`config.mk`:
```
export PLATFORM = sky130hd
export DESIGN_NAME = heart_rate_bcd
export DESIGN_NICKNAME = d
export VERILOG_FILES = /design/src/rtl/heart_rate_bcd.sv
export SDC_FILE = /design/constraint.sdc
export NUM_CORES = 1
export LEC_CHECK = 0
export BUFFER_PORTS_ARGS = -buffer_cell sky130_fd_sc_hd__buf_2
export CELL_PAD_IN_SITES_DETAIL_PLACEMENT = 0
export CELL_PAD_IN_SITES_GLOBAL_PLACEMENT = 2
export CORE_MARGIN = 5
export CORE_UTILIZATION = 30
export CTS_CLUSTER_DIAMETER = 120
export DETAILED_ROUTE_END_ITERATION = 16
export GPL_TIMING_DRIVEN = 1
export PLACE_DENSITY = 0.69
export SETUP_SLACK_MARGIN = 0.3
export SYNTH_ARGS = -nofsm -noshare
export SYNTH_HDL_FRONTEND = slang
export SYNTH_SLANG_ARGS = --single-unit
```
`constraint.sdc`:
```
create_clock -name clk -period 2.95 [get_ports clk]
set_input_delay 0.59 -clock clk [delete_from_list [all_inputs] [get_ports clk]]
set_output_delay 0.59 -clock clk [all_outputs]
set_load 0.01 [all_outputs]
```
`src/rtl/heart_rate_bcd.sv`:
```
// heart_rate_bcd: converts a binary beats-per-minute value into three BCD
// digits using a shift-and-add-3 (double dabble) engine, one bit per cycle.
// Inputs above SAT_VALUE are clamped and flagged. A strobe that arrives
// while a conversion is running is parked in a one-deep pending slot, where
// the newest value wins.
module heart_rate_bcd #(
  parameter int BIN_W     = 12,
  parameter int SAT_VALUE = 999
) (
  input  logic             clk,
  input  logic             reset,
  input  logic [BIN_W-1:0] bin_in,
  input  logic             bin_valid,
  output logic             busy,
  output logic             done,
  output logic [3:0]       digit0,
  output logic [3:0]       digit1,
  output logic [3:0]       digit2,
  output logic             blank1,
  output logic             blank2,
  output logic             sat
);

  typedef enum logic [1:0] {IDLE, SHIFT, DONE} state_t;

  localparam int               CNT_W   = (BIN_W > 1) ? $clog2(BIN_W) : 1;
  localparam logic [BIN_W-1:0] SAT_LIM = BIN_W'(SAT_VALUE);
  localparam logic [CNT_W-1:0] CNT_END = CNT_W'(BIN_W - 1);

  state_t           state_reg, state_next;
  logic [BIN_W-1:0] shift_reg;
  logic [11:0]      bcd_reg;
  logic [11:0]      bcd_adj;
  logic [CNT_W-1:0] cnt_reg;
  logic             sat_cap_reg;
  logic             pend_valid_reg;
  logic [BIN_W-1:0] pend_data_reg;

  logic             launch;
  logic [BIN_W-1:0] launch_data;
  logic             store;

  // A conversion starts from IDLE with either the parked value or a fresh
  // strobe; the parked value has priority because it arrived first.
  assign launch      = (state_reg == IDLE) && (pend_valid_reg || bin_valid);
  assign launch_data = pend_valid_reg ? pend_data_reg : bin_in;
  // A strobe is parked whenever it cannot launch directly.
  assign store       = bin_valid && ((state_reg != IDLE) || pend_valid_reg);

  // Add 3 to every BCD nibble that is 5 or more, ahead of the shift.
  genvar gi;
  generate
    for (gi = 0; gi < 3; gi++) begin : g_adj
      assign bcd_adj[gi*4 +: 4] = (bcd_reg[gi*4 +: 4] >= 4'd5) ?
                                  bcd_reg[gi*4 +: 4] + 4'd3 :
                                  bcd_reg[gi*4 +: 4];
    end
  endgenerate

  // State register.
  always_ff @(posedge clk or negedge reset) begin
    if (!reset) state_reg <= IDLE;
    else        state_reg <= state_next;
  end

  // Next-state logic and the busy flag.
  always_comb begin
    state_next = state_reg;
    busy       = 1'b1;
    case (state_reg)
      IDLE: begin
        busy = 1'b0;
        if (launch) state_next = SHIFT;
      end
      SHIFT: begin
        if (cnt_reg == CNT_END) state_next = DONE;
      end
      DONE: begin
        state_next = IDLE;
      end
      default: begin
        state_next = IDLE;
        busy       = 1'b0;
      end
    endcase
  end

  // Conversion datapath and the registered result presented from DONE.
  always_ff @(posedge clk or negedge reset) begin
    if (!reset) begin
      shift_reg   <= '0;
      bcd_reg     <= '0;
      cnt_reg     <= '0;
      sat_cap_reg <= 1'b0;
      done        <= 1'b0;
      digit0      <= 4'd0;
      digit1      <= 4'd0;
      digit2      <= 4'd0;
      blank1      <= 1'b1;
      blank2      <= 1'b1;
      sat         <= 1'b0;
    end else begin
      done <= 1'b0;
      case (state_reg)
        IDLE: begin
          if (launch) begin
            shift_reg   <= (launch_data > SAT_LIM) ? SAT_LIM : launch_data;
            sat_cap_reg <= (launch_data > SAT_LIM);
            bcd_reg     <= '0;
            cnt_reg     <= '0;
          end
        end
        SHIFT: begin
          bcd_reg   <= {bcd_adj[10:0], shift_reg[BIN_W-1]};
          shift_reg <= {shift_reg[BIN_W-2:0], 1'b0};
          cnt_reg   <= cnt_reg + 1'b1;
        end
        DONE: begin
          digit0 <= bcd_reg[3:0];
          digit1 <= bcd_reg[7:4];
          digit2 <= bcd_reg[11:8];
          blank2 <= (bcd_reg[11:8] == 4'd0);
          blank1 <= (bcd_reg[11:8] == 4'd0) && (bcd_reg[7:4] == 4'd0);
          sat    <= sat_cap_reg;
          done   <= 1'b1;
        end
        default: ;
      endcase
    end
  end

  // One-deep pending slot: newest parked strobe wins, emptied on launch.
  always_ff @(posedge clk or negedge reset) begin
    if (!reset) begin
      pend_valid_reg <= 1'b0;
      pend_data_reg  <= '0;
    end else if (store) begin
      pend_valid_reg <= 1'b1;
      pend_data_reg  <= bin_in;
    end else if (launch && pend_valid_reg) begin
      pend_valid_reg <= 1'b0;
    end
  end

endmodule

```
==> results of run 1 <==
metal layers:
layer,up-vias,part of all wire
met2,34,0.46
met5,-,0
met3,5,0.040
met4,0,0.0086
met1,953,0.50
li1,991,-
area by class of cell:
cell class	instances	area share
Sequential cell	60	0.435
Tap cell	133	0.0481
Clock buffer	12	0.0477
Clock inverter	3	0.0199
Multi-Input combinational cell	176	0.379
Inverter	12	0.0130
Timing Repair Buffer	37	0.0578
worst paths after layout:
check                                     from            to  slack (ns)  cells past startpoint
worst max-delay path            pend_valid_reg  shift_reg[2]        1.06                      5
worst min-delay path                     reset     digit0[3]        0.19                      1
worst max register to register  pend_valid_reg  shift_reg[2]        1.06                      5
worst min register to register          blank2        blank2        0.47                      2
max in group asynchronous                reset   sat_cap_reg        2.09                      2
min in group clk                        blank2        blank2        0.47                      2
placed cells by master (no fill, tap or decap), drive strengths merged, types with 11 or more instances in the layout:
cell type	synthesis	final
ha	11	11
nor2b	11	11
mux2	29	29
nand2	25	25
o21ai	20	20
clkbuf	3	12
nor2	11	11
buf	8	37
inv	12	12
dfrtp	58	58
worst max-delay path, delay by kind of cell (launching register included):
family,cells,cell delay [ns]
AOI/OAI and AO/OA,3,0.87
buffers and inverters,1,0.24
DFF,1,0.44
and+or+nand+nor,1,0.19
synth_stat cells, drive strengths merged:
library cell	number
nor2b	11
nand2	25
clkbuf	3
nor2	11
a22oi	1
o2111ai	1
a22o	9
buf	8
ha	11
a21o	1
a2111oi	6
o21a	1
xnor2	5
a21oi	9
a31o	1
dfstp	2
nand2b	5
nor3b	2
o31ai	6
a21boi	1
xor2	1
nand3b	2
and2	1
a221o	2
nor3	3
o21ai	20
dfrtp	58
a221oi	1
mux2	29
nand3	5
mux2i	4
inv	12
and4	1
maj3	1
power breakdown:
group / leakage [nW] / internal, mW / switching, mW
registers: 0.762 / 1.13 / 0.212
clock network: 0.119 / 0.542 / 0.318
logic: 0.706 / 0.592 / 0.744
total: 1.59 / 2.27 / 1.27
cells by family after synthesis:
logic type | synth area share
AOI/OAI and AO/OA | 0.145
xor gates and xnor gates | 0.0180
adders and majority gates | 0.0506
buffers and inverters | 0.0356
DFF | 0.515
muxes | 0.126
and+or+nand+nor | 0.110
through the flow:
stage                     hold slack [ns]  total power [mW]  setup WS [ns]  cells  instance area (sq um)
after floorplan                     0.294              2.38           1.33    259                   2920
after global placement              0.456              2.70          0.949    418                   3230
after detailed placement            0.458              2.72          0.919    418                   3230
after CTS                           0.182              3.61           1.02    433                   3460
after global routing                0.200              3.86          0.906    433                   3460
final                               0.190              3.54           1.06    433                   3460
==> results.env, run 1 <==
RESULT_OF_THE_RUN='finished clean'
HTREEDEPTH=3
DRT-WIRELENGTH-PER-CELL_UM=13.4
AREAGROWTHSYNTHTOFINISH_PCT=18.6
FP.DIEH_UM=109
YOSYS-TOP-CELLS-AREA='dfrtp_1 (50%), mux2_2 (11%), ha_1 (4.7%)'
CTS.SINK_COUNT=60
GRT_OVERFLOW_TOTAL=0
RELSLEWSLACK=0.511
P_LEAK_nW=1.59
USE_MET3=0.0349
SYNTH.YOSYS.WARNINGS=0
ROUTE.DETAILED.DRC=0
GRT_SETUP_UNREPAIRED='no'
INITIAL_UTILIZATION=0.303
COMBINED_AREA_OF_THE_MULTI_INPUT_LOGIC_CELLS_SQ_MM=0.00131
PEAKVDDDROP_uV=521
FMAX_MHz=529
IO_BUFFER_COUNT=31
CTS.HOLD.BUFFERS_ADDED=0
GRT_FIRST_PASS_WIRELENGTH_UM=10100
FINALHOLDVIOLCOUNT=0
MIN-DELAY-PATH-CLASS='in -> async'
TIMING.SETUP.TNS_NS=0
SKEW_NS=0.00878
CAP_VIOLATIONS=0
SYNTH_TOP_AREA_FRAC=0.497
CRIT_SLOWEST_CELL='a2111oi_4'
POST-ROUTE-PERIOD-UTIL=0.640
ROW_COUNT=36
MAXSLEWVIOLCOUNT=0
YS_SEQ_AREA_FRAC=0.515
FINISH.UTILIZATION=0.359
PLACE.DETAILED.HPWL_UM=3980
GRT_ANTENNA_BEFORE_REPAIR=0
GRT_START_MAX_NET_PINS=39
CTS_TREE='yes'
CRIT_PATH_CELL_TRACE='buf_4, and4_1, a31o_1, a2111oi_4, a22oi_1'
GRTUSAGEMET1=0.147
FINAL.FILL_COUNT=998
GLOBAL_ROUTE.USAGE.TOTAL=0.109
CRITPATHLAUNCHTYPE='flip-flop'
POWER.DENSITY_CELL_AREA_mW_PER_MM2=1020
CLOCK_TREE.BUFFER_DEPTH=2
DIE_AREA_SQ_MM=0.0118
NUMBER_OF_VIOLATIONS_REPORTED_AT_THE_END_OF_DETAILED_ROUTING_ITERATION_0=66
CLK_ROOT_BUFFER_CELL='clkbuf_8'
LAYOUT_MIN_CYCLE_TIME_NS=1.89
SETUP_VIOL_COUNT_FINAL=0
WORST-ENDPOINT-ARRIVAL_NS=2.07
POST_CTS.REPAIR.SETUP_BUFFERS=0
WORSTSETUPPATHTYPE='reg -> reg'
DIODES=0
AREA.SEQUENTIAL_SQ_MM=0.00150
YS_FF_LATCH=60
CRITPATHMAXFANOUT=20
NETLIST_INSTANCES=259
MET2_USAGE=0.167
SYNTH_AREA_PER_CELL_SQ_UM=11.3
DIE_X_UM=109
GRT_PASS1_VIAS=2063
CRITICAL_PATH_REQUIRED_NS=3.13
YOSYSUNIQUECELLTYPES=39
SYN-NUM-NETS=285
WORST_SKEW_PAIR.LATE_LATENCY_NS=0.33
GR-MAX-USAGE-LAYER='met2'
FIRSTDRTPASSITERS=4
CTS_BUFFERS=9
POST_CTS_RESIZE_COUNT=0
SYNTHDOMINANTAREACELLTYPE='dfrtp_1'
MAX_STAGE_DELAY_NS=0.46
CORE_REGION_AREA_SQ_MM=0.00964
VIA_COUNT=1983
ANTENNA_VIOLATING_NETS_POST_ROUTE=0
POST_SYNTH_INSTANCE_AREA_SQ_MM=0.00292
TRANSITION_TIME_AT_THE_PIN_WITH_THE_LEAST_SLEW_MARGIN_NS=0.733
FINALWEIGHTEDCONGESTION=0.740
ROUTED_VIA_DENSITY=4.58
CP-END-KIND='flip-flop'
FIN_NETS=322
CLKSLEWWORSTSETUPHOLDPATHS_NS=0.07
FINALWIRELENGTH_UM=5820
SHARE_OF_POST_ROUTE_CELLS_WITH_DRIVE_STRENGTH_ABOVE_1=0.287
IOS=32
Power figures use the tool's default switching activity.
==> inputs of run 2 (changes only) <==
PLACE_DENSITY = 0.71   (was 0.69)
clock period = 1.73 ns   (was 2.95 ns; I/O delays follow)
==> run 2 against run 1 <==
  * Largest power group is now combinational logic
  * Critical endpoint unchanged
  * Worst setup slack worse by 0.91 ns
  * Highest routed layer unchanged
  * Critical path depth is the same
  * Worst hold slack gained 0.062 ns
==> results.env, run 2 (synthesis gave the netlist of run 1 again) <==
RESULT_OF_THE_RUN='finished clean'
FINAL.FILL_COUNT=954  # -4.4%
GRT_SETUP_UNREPAIRED='yes'
NUMBER_OF_VIOLATIONS_REPORTED_AT_THE_END_OF_DETAILED_ROUTING_ITERATION_0=57  # -14%
PLACE.DETAILED.HPWL_UM=4360  # +9.6%
TRANSITION_TIME_AT_THE_PIN_WITH_THE_LEAST_SLEW_MARGIN_NS=0.433  # -0.299 ns
CP-END-KIND='flip-flop'
ANTENNA_VIOLATING_NETS_POST_ROUTE=0  # unchanged
MAXSLEWVIOLCOUNT=0  # unchanged
SHARE_OF_POST_ROUTE_CELLS_WITH_DRIVE_STRENGTH_ABOVE_1=0.521  # +0.234
WORST-ENDPOINT-ARRIVAL_NS=1.78  # -0.29 ns
CRITICAL_PATH.REG2REG.STARTPOINT='pend_valid_reg'
CRITPATHLAUNCHTYPE='flip-flop'
GRT_ANTENNA_BEFORE_REPAIR=0  # unchanged
HOLD-PATH-CELL-COUNT=2
FIN_NETS=359  # +11%
HTREEDEPTH=3  # unchanged
SKEW_NS=0.00643  # -0.00235 ns
POWER_SHARE_OF_THE_COMBINATIONAL_GROUP=0.516  # +0.139
CRITICAL_PATH_REQUIRED_NS=1.93  # -1.20 ns
FMAX_MHz=634  # +20%
PLACE_INST=433  # +3.6%
DIODES=0  # unchanged
SETUP_VIOL_COUNT_FINAL=0  # unchanged
GRT_OVERFLOW_TOTAL=0  # unchanged
GRT_FIRST_PASS_WIRELENGTH_UM=11100  # +9.8%
PLACED_CELL_AREA_SQ_MM=0.00341  # +5.7%
PWR-SHARE-CLK=0.168  # -0.075
CRIT_PATH_CELL_TRACE='nor3_4, a21oi_4, buf_12, a2111oi_4, a22oi_1'
IOS=32  # unchanged
POWER.DENSITY_CELL_AREA_mW_PER_MM2=1820  # +78%
CRIT_SLOWEST_CELL='dfrtp_2'
COMBINED_AREA_OF_THE_MULTI_INPUT_LOGIC_CELLS_SQ_MM=0.00168  # +28%
CAP_VIOLATIONS=0  # unchanged
CRITICAL-PATH-TOP-DELAY-FAMILY='compound AO/OA/AOI/OAI gates'
MIN-DELAY-PATH-CLASS='in -> reg'
FINALWIRELENGTH_UM=6880  # +18%
CTS.SINK_COUNT=60  # unchanged
STDCELL_AREA_SQ_MM=0.00416  # +20%
INITIAL_UTILIZATION=0.303  # unchanged
DRT-WIRELENGTH-PER-CELL_UM=14.6  # +8.8%
WORSTSETUPPATHTYPE='reg -> reg'
P_LEAK_nW=1.87  # +18%
INTERNAL-POWER_mW=4.62  # +100%
POST-ROUTE-PERIOD-UTIL=0.912  # +0.272
PEAKVDDDROP_uV=706  # +36%
ROUTED_VIA_DENSITY=4.68  # +2.2%
MIN-DELAY-START='bin_in[9]'
CLOCK_TREE.BUFFER_DEPTH=2  # unchanged
WORST_HOLD_PATH.ENDPOINT='pend_data_reg[9]'
SWITCHING_SHARE=0.391  # +0.0309
DIE_X_UM=109  # unchanged
AREA.SEQUENTIAL_SQ_MM=0.00151  # about the same
WORST_SKEW_PAIR.LATE_LATENCY_NS=0.34  # about the same
TIMING.REG2REG.SETUP_SLACK_NS=0.15  # -0.91 ns
LAYOUT_MIN_CYCLE_TIME_NS=1.58  # -0.311 ns
VIA_COUNT=2204  # +11%
FINALHOLDVIOLCOUNT=0  # unchanged
CRITPATHMAXFANOUT=8  # -60%
DIE_AREA_SQ_MM=0.0118  # unchanged
CRIT_BUF_INV=1  # unchanged
NON_FILLER_INSTANCE_COUNT_AFTER_LAYOUT=471  # +8.8%
FIN_WORST_HOLD_SLACK_NS=0.252  # +0.0616 ns
IO_BUFFER_COUNT=31  # unchanged
FP.DIEH_UM=109  # unchanged
CLKSLEWWORSTSETUPHOLDPATHS_NS=0.07  # about the same
CTS_BUFFERS=9  # unchanged
MAX_STAGE_DELAY_NS=0.48  # +0.02 ns
RELSLEWSLACK=0.711  # +0.200
ROUTE.DETAILED.DRC=0  # unchanged
CTS_TREE='yes'
CORE_REGION_AREA_SQ_MM=0.00964  # unchanged
GRT_PASS1_VIAS=2272  # +10%
TIMING.SETUP.TNS_NS=0  # unchanged
R2R-END='shift_reg[2]'
GLOBAL_ROUTE.USAGE.TOTAL=0.122  # +0.0123
SWITCHING_POWER_mW=2.96  # +130%
CLK_ROOT_BUFFER_CELL='clkbuf_8'
FINISH.UTILIZATION=0.431  # +0.0723
R2R.WORST_PATH.CELLS=5  # unchanged
SEQUENTIAL_SHARE_OF_POWER=0.316  # -0.064
GRT_START_MAX_NET_PINS=44  # +13%
LAYOUT_COMMON_CELLS='dfrtp_1 (57), buf_2 (30), mux2_2 (28), buf_4 (26), nand2_1 (24)'
FIRSTDRTPASSITERS=4  # unchanged
ROW_COUNT=36  # unchanged
LAYOUT.CELLS.MOST_COMMON='dfrtp_1'
AREAGROWTHSYNTHTOFINISH_PCT=42.4
FINALWEIGHTEDCONGESTION=0.723  # -2.2%
==> run 2: cell types whose count changed in the layout (fill, tap and decap cells not counted), sizes merged <==
cell         before  now
buf              37   71
clkinv            1    3
inv              12   13
clkinvlp          0    2
dlygate4sd3       0    1
and2              1    3
bufinv            2    1
clkbuf           12    9
==> run 2: how the worst max path moves through the flow <==
stage                         from                end  slack, ns  cells past startpoint
detailed placement  pend_valid_reg       shift_reg[7]      -0.03                      5
floorplan             state_reg[0]  pend_data_reg[10]       0.27                      6
CTS                 pend_valid_reg       shift_reg[2]       0.12                      4
global route        pend_valid_reg       shift_reg[8]       0.08                      6
finish              pend_valid_reg       shift_reg[2]       0.15                      5
global placement    pend_valid_reg       shift_reg[5]      -0.11                      5
==> run 2: cell type report <==
| class | instances | share of cell area |
|---|---|---|
| multi-input combinational | 178 | 0.404 |
| sequential | 60 | 0.362 |
| timing repair buffer | 72 | 0.135 |
| clock buffer | 9 | 0.0298 |
| tap | 133 | 0.0400 |
| clock inverter | 7 | 0.0184 |
| inverter | 12 | 0.0108 |
==> run 2: timing repair <==
item                                    CTS  global route
endpoints found under the setup margin   41            57
pin swaps                                10            23
resized for setup                        41            53
hold endpoints to repair                 15             0
hold buffers                              1             0
buffers inserted                         12             7
cloned                                    2             0
==> run 2: metrics by stage <==
step           power [mW]  worst slack, ns
2_1_floorplan        4.23            0.274
3_3_place_gp         5.01           -0.112
3_5_place_dp         5.08          -0.0349
4_1_cts              6.95            0.121
5_1_grt              8.09           0.0791
6_report             7.58            0.152
==> run 2: power by group through the flow <==
stage               logic, mW  registers, mW  clock network, mW
floorplan                1.97           2.27                  0
global placement         2.68           2.33                  0
detailed placement       2.73           2.35                  0
CTS                      3.29           2.34               1.33
global route             4.24           2.47               1.38
finish                   3.91           2.39               1.27
==> run 2: per-layer routing <==
layer / vias to the layer above / global-route usage / wire length [um]
li1: 1071 / - / -
met3: 6 / 0.0397 / 241
met5: - / 0 / 0
met4: 0 / 0.0298 / 56
met1: 1089 / 0.159 / 3220
met2: 38 / 0.197 / 3360
==> inputs of run 3 (changes only) <==
ABC_AREA = 1   (was unset)
BUFFER_PORTS_ARGS = -buffer_cell sky130_fd_sc_hd__buf_4   (was -buffer_cell sky130_fd_sc_hd__buf_2)
CORE_ASPECT_RATIO = 0.6   (was unset)
PLACE_DENSITY = 0.75   (was 0.71)
==> run 3 against run 2 <==
  * Sequential power shrank 8.4%
  * Critical path depth is 2 higher
  * Maximum frequency increased by 7.9%
  * Highest routed layer unchanged
  * Largest power group unchanged
  * Cell count increased by 13%
  * Non-clock buffer count fell by 13
==> results.env, run 3 <==
YOSYSUNIQUECELLTYPES=37  # -5.1%
LAYOUT_MIN_CYCLE_TIME_NS=1.46  # -0.115 ns
VIA_COUNT=2386  # +8.3%
CRIT_PATH_CELL_TRACE='inv_2, ha_2, buf_8, nand2_1, o21ai_0, inv_1, o22ai_1'
AREA.SEQUENTIAL_SQ_MM=0.00151  # unchanged
CRIT_BUF_INV=3  # +2
GRT_OVERFLOW_TOTAL=0  # unchanged
SETUP_VIOL_COUNT_FINAL=0  # unchanged
MAX_STAGE_DELAY_NS=0.39  # -0.09 ns
FINALWIRELENGTH_UM=7210  # +4.7%
MIN-DELAY-PATH-CLASS='in -> reg'
MAXSLEWVIOLCOUNT=0  # unchanged
DIODES=0  # unchanged
CRITICAL_PATH_REQUIRED_NS=1.96  # +0.03 ns
CTS.SINK_COUNT=60  # unchanged
LAYOUT.CELLS.MOST_COMMON='nand2_1'
POST_SYNTH_INSTANCE_AREA_SQ_MM=0.00299  # +2.4%
YOSYS-TOP-CELLS-COUNT='nand2_1 (77), dfrtp_1 (58), inv_1 (29)'
YOSYS-TOP-CELLS-AREA='dfrtp_1 (49%), nand2_1 (9.7%), ha_1 (4.6%)'
NETLIST_INSTANCES=332  # +28%
FINALHOLDVIOLCOUNT=0  # unchanged
CP-END-KIND='flip-flop'
ASYNC_RESET_FF_FRAC=1.00  # unchanged
IOS=32  # unchanged
FIRSTDRTPASSITERS=4  # unchanged
YOSYS_MOST_USED_DFF='dfrtp_1'
P_LEAK_nW=1.94  # +4.0%
DIE_AREA_SQ_MM=0.0121  # +2.7%
PLACE.DETAILED.HPWL_UM=4850  # +11%
WORSTSETUPPATHTYPE='reg -> reg'
CTS_BUFFERS=9  # unchanged
TRANSITION_TIME_AT_THE_PIN_WITH_THE_LEAST_SLEW_MARGIN_NS=0.422  # -0.0110 ns
CRIT_PATH_START='state_reg[1]'
CLOCK_TREE.BUFFER_DEPTH=2  # unchanged
CRITICAL-PATH-TOP-DELAY-FAMILY='flip-flops'
CLKSLEWWORSTSETUPHOLDPATHS_NS=0.05  # -0.02 ns
GRT_PASS1_VIAS=2386  # +5.0%
DRT-WIRELENGTH-PER-CELL_UM=13.6  # -6.9%
INITIAL_UTILIZATION=0.305  # +0.00189
IO_BUFFER_COUNT=31  # unchanged
YS_SEQ_AREA_FRAC=0.503  # -0.0121
DIE_X_UM=139  # +28%
FMAX_MHz=684  # +7.9%
GRT_FIRST_PASS_WIRELENGTH_UM=12400  # +11%
CORE_REGION_AREA_SQ_MM=0.00981  # +1.8%
FP.DIEH_UM=87.3  # -20%
GLOBAL_ROUTE.USAGE.TOTAL=0.129  # +0.00710
SYNTH.YOSYS.WARNINGS=0  # unchanged
COMBINED_AREA_OF_THE_MULTI_INPUT_LOGIC_CELLS_SQ_MM=0.00143  # -15%
FIN_NETS=416  # +16%
GRT_ANTENNA_BEFORE_REPAIR=0  # unchanged
SYNTHDOMINANTAREACELLTYPE='dfrtp_1'
SYN-NUM-NETS=358  # +26%
FINAL.FILL_COUNT=979  # +2.6%
SYNTH_TOP_AREA_FRAC=0.486  # -0.0117
NUMBER_OF_VIOLATIONS_REPORTED_AT_THE_END_OF_DETAILED_ROUTING_ITERATION_0=115  # +100%
ROUTE.DETAILED.DRC=0  # unchanged
STDCELL_AREA_SQ_MM=0.00413  # -0.63%
POST-ROUTE-PERIOD-UTIL=0.846  # -0.0666
CRITPATHLAUNCHTYPE='flip-flop'
R2R.WORST_PATH.CELLS=7  # +2
PLACED_CELL_AREA_SQ_MM=0.00340  # -0.26%
CRITICAL_PATH.REG2REG.STARTPOINT='state_reg[1]'
CLK_ROOT_BUFFER_CELL='clkbuf_16'
YOSYS.CELL_COUNT.TOP_TYPE='nand2_1'
WORST_SKEW_PAIR.LATE_LATENCY_NS=0.32  # -0.02 ns
GRT_START_MAX_NET_PINS=33  # -25%
ROUTED_VIA_DENSITY=4.50  # -3.8%
FINALWEIGHTEDCONGESTION=0.760  # +5.1%
RELSLEWSLACK=0.718  # +0.00736
CRIT_SLOWEST_CELL='dfrtp_1'
CRITPATHMAXFANOUT=14  # +6
SHARE_OF_POST_ROUTE_CELLS_WITH_DRIVE_STRENGTH_ABOVE_1=0.357  # -0.164
PEAKVDDDROP_uV=924  # +31%
GRT_SETUP_UNREPAIRED='yes'
SKEW_NS=0.00613  # -0.000304 ns
HTREEDEPTH=3  # unchanged
ROW_COUNT=28  # -22%
TIMING.SETUP.TNS_NS=0  # unchanged
CRIT_CELLS=7  # +2
MIN-DELAY-START='bin_in[5]'
POWER.DENSITY_CELL_AREA_mW_PER_MM2=1930  # +5.6%
WORST-ENDPOINT-ARRIVAL_NS=1.69  # -0.09 ns
ANTENNA_VIOLATING_NETS_POST_ROUTE=0  # unchanged
RESULT_OF_THE_RUN='finished clean'
CAP_VIOLATIONS=0  # unchanged
YS_FF_LATCH=60  # unchanged
AREAGROWTHSYNTHTOFINISH_PCT=38.2
LAYOUT_COMMON_CELLS='nand2_1 (63), dfrtp_1 (57), buf_4 (43), inv_1 (23), nor2_1 (22)'
SYNTH_EDF_COUNT=0  # unchanged
SYNTH_AREA_PER_CELL_SQ_UM=9.00  # -20%
CTS_TREE='yes'
HOLD-PATH-CELL-COUNT=2  # unchanged
## run 3: cell count changes after synthesis, sizes merged, moves of 6 or more
| cell | previous run | this run |
|---|---|---|
| nand2 | 25 | 83 |
| inv | 12 | 34 |
| mux2 | 29 | 7 |
| nor2 | 11 | 30 |
| o21ai | 20 | 36 |
| nand3 | 5 | 18 |
| nor2b | 11 | 0 |
| a22o | 9 | 1 |
| a2111oi | 6 | 0 |
| a21oi | 9 | 15 |
| o22ai | 0 | 6 |
## run 3: metal layers
| metal | track usage | wire length (um) |
|---|---|---|
| met1 | 0.202 | 4100 |
| met2 | 0.164 | 2770 |
| met3 | 0.0384 | 266 |
| met4 | 0.0417 | 71 |
| met5 | 0 | 0 |
## run 3: worst paths after layout
kind | endpoint | slack (ns)
max in group asynchronous | blank2 | 0.66
setup / recovery | state_reg[1] | 0.27
hold / removal | pend_data_reg[5] | 0.27
hold reg to reg | digit0[2] | 0.47
min in group asynchronous | digit2[1] | 0.50
setup reg to reg | state_reg[1] | 0.27
## run 3: repair_timing
item | in CTS | in global routing
hold buffers | 1 | 0
resized for setup | 27 | 43
hold endpoints to repair | 28 | 0
endpoints found under the setup margin | 44 | 47
pin swaps | 7 | 10
gates cloned | 2 | 1
buffers inserted | 12 | 2
## run 3: logic make-up after synthesis
logic type / Yosys count / synth area share
flip-flops: 60 / 0.503
XOR/XNOR: 7 / 0.0205
adder cells (fa/ha/maj): 11 / 0.0460
AO/OA/AOI/OAI: 65 / 0.128
buffers and inverters: 47 / 0.0753
multiplexers: 10 / 0.0364
AND/OR/NAND/NOR: 132 / 0.191
## run 3: area by class of cell
class / count / area share
Sequential cell: 60 / 0.364
Multi-Input combinational cell: 225 / 0.347
Timing Repair Buffer: 59 / 0.135
Clock buffer: 14 / 0.0639
Tap cell: 135 / 0.0409
Inverter: 35 / 0.0342
Clock inverter: 2 / 0.0145
## run 3: report_power, final
group          switching [mW]  internal (mW)
registers               0.285           1.90
logic                    2.06           1.76
clock network           0.607           1.34
## run 3: metrics by stage
stage                     setup WS [ns]   util  std cells  total power [mW]  hold WS (ns)
after floorplan                   0.310      -        332              4.17        0.0504
after global placement            0.110  0.347        496              4.91         0.311
after detailed placement         0.0475  0.347        496              4.94         0.319
after CTS                         0.250  0.405        527              7.66         0.262
after global routing              0.189  0.421        530              8.54         0.269
final                             0.267  0.421        530              7.96         0.274
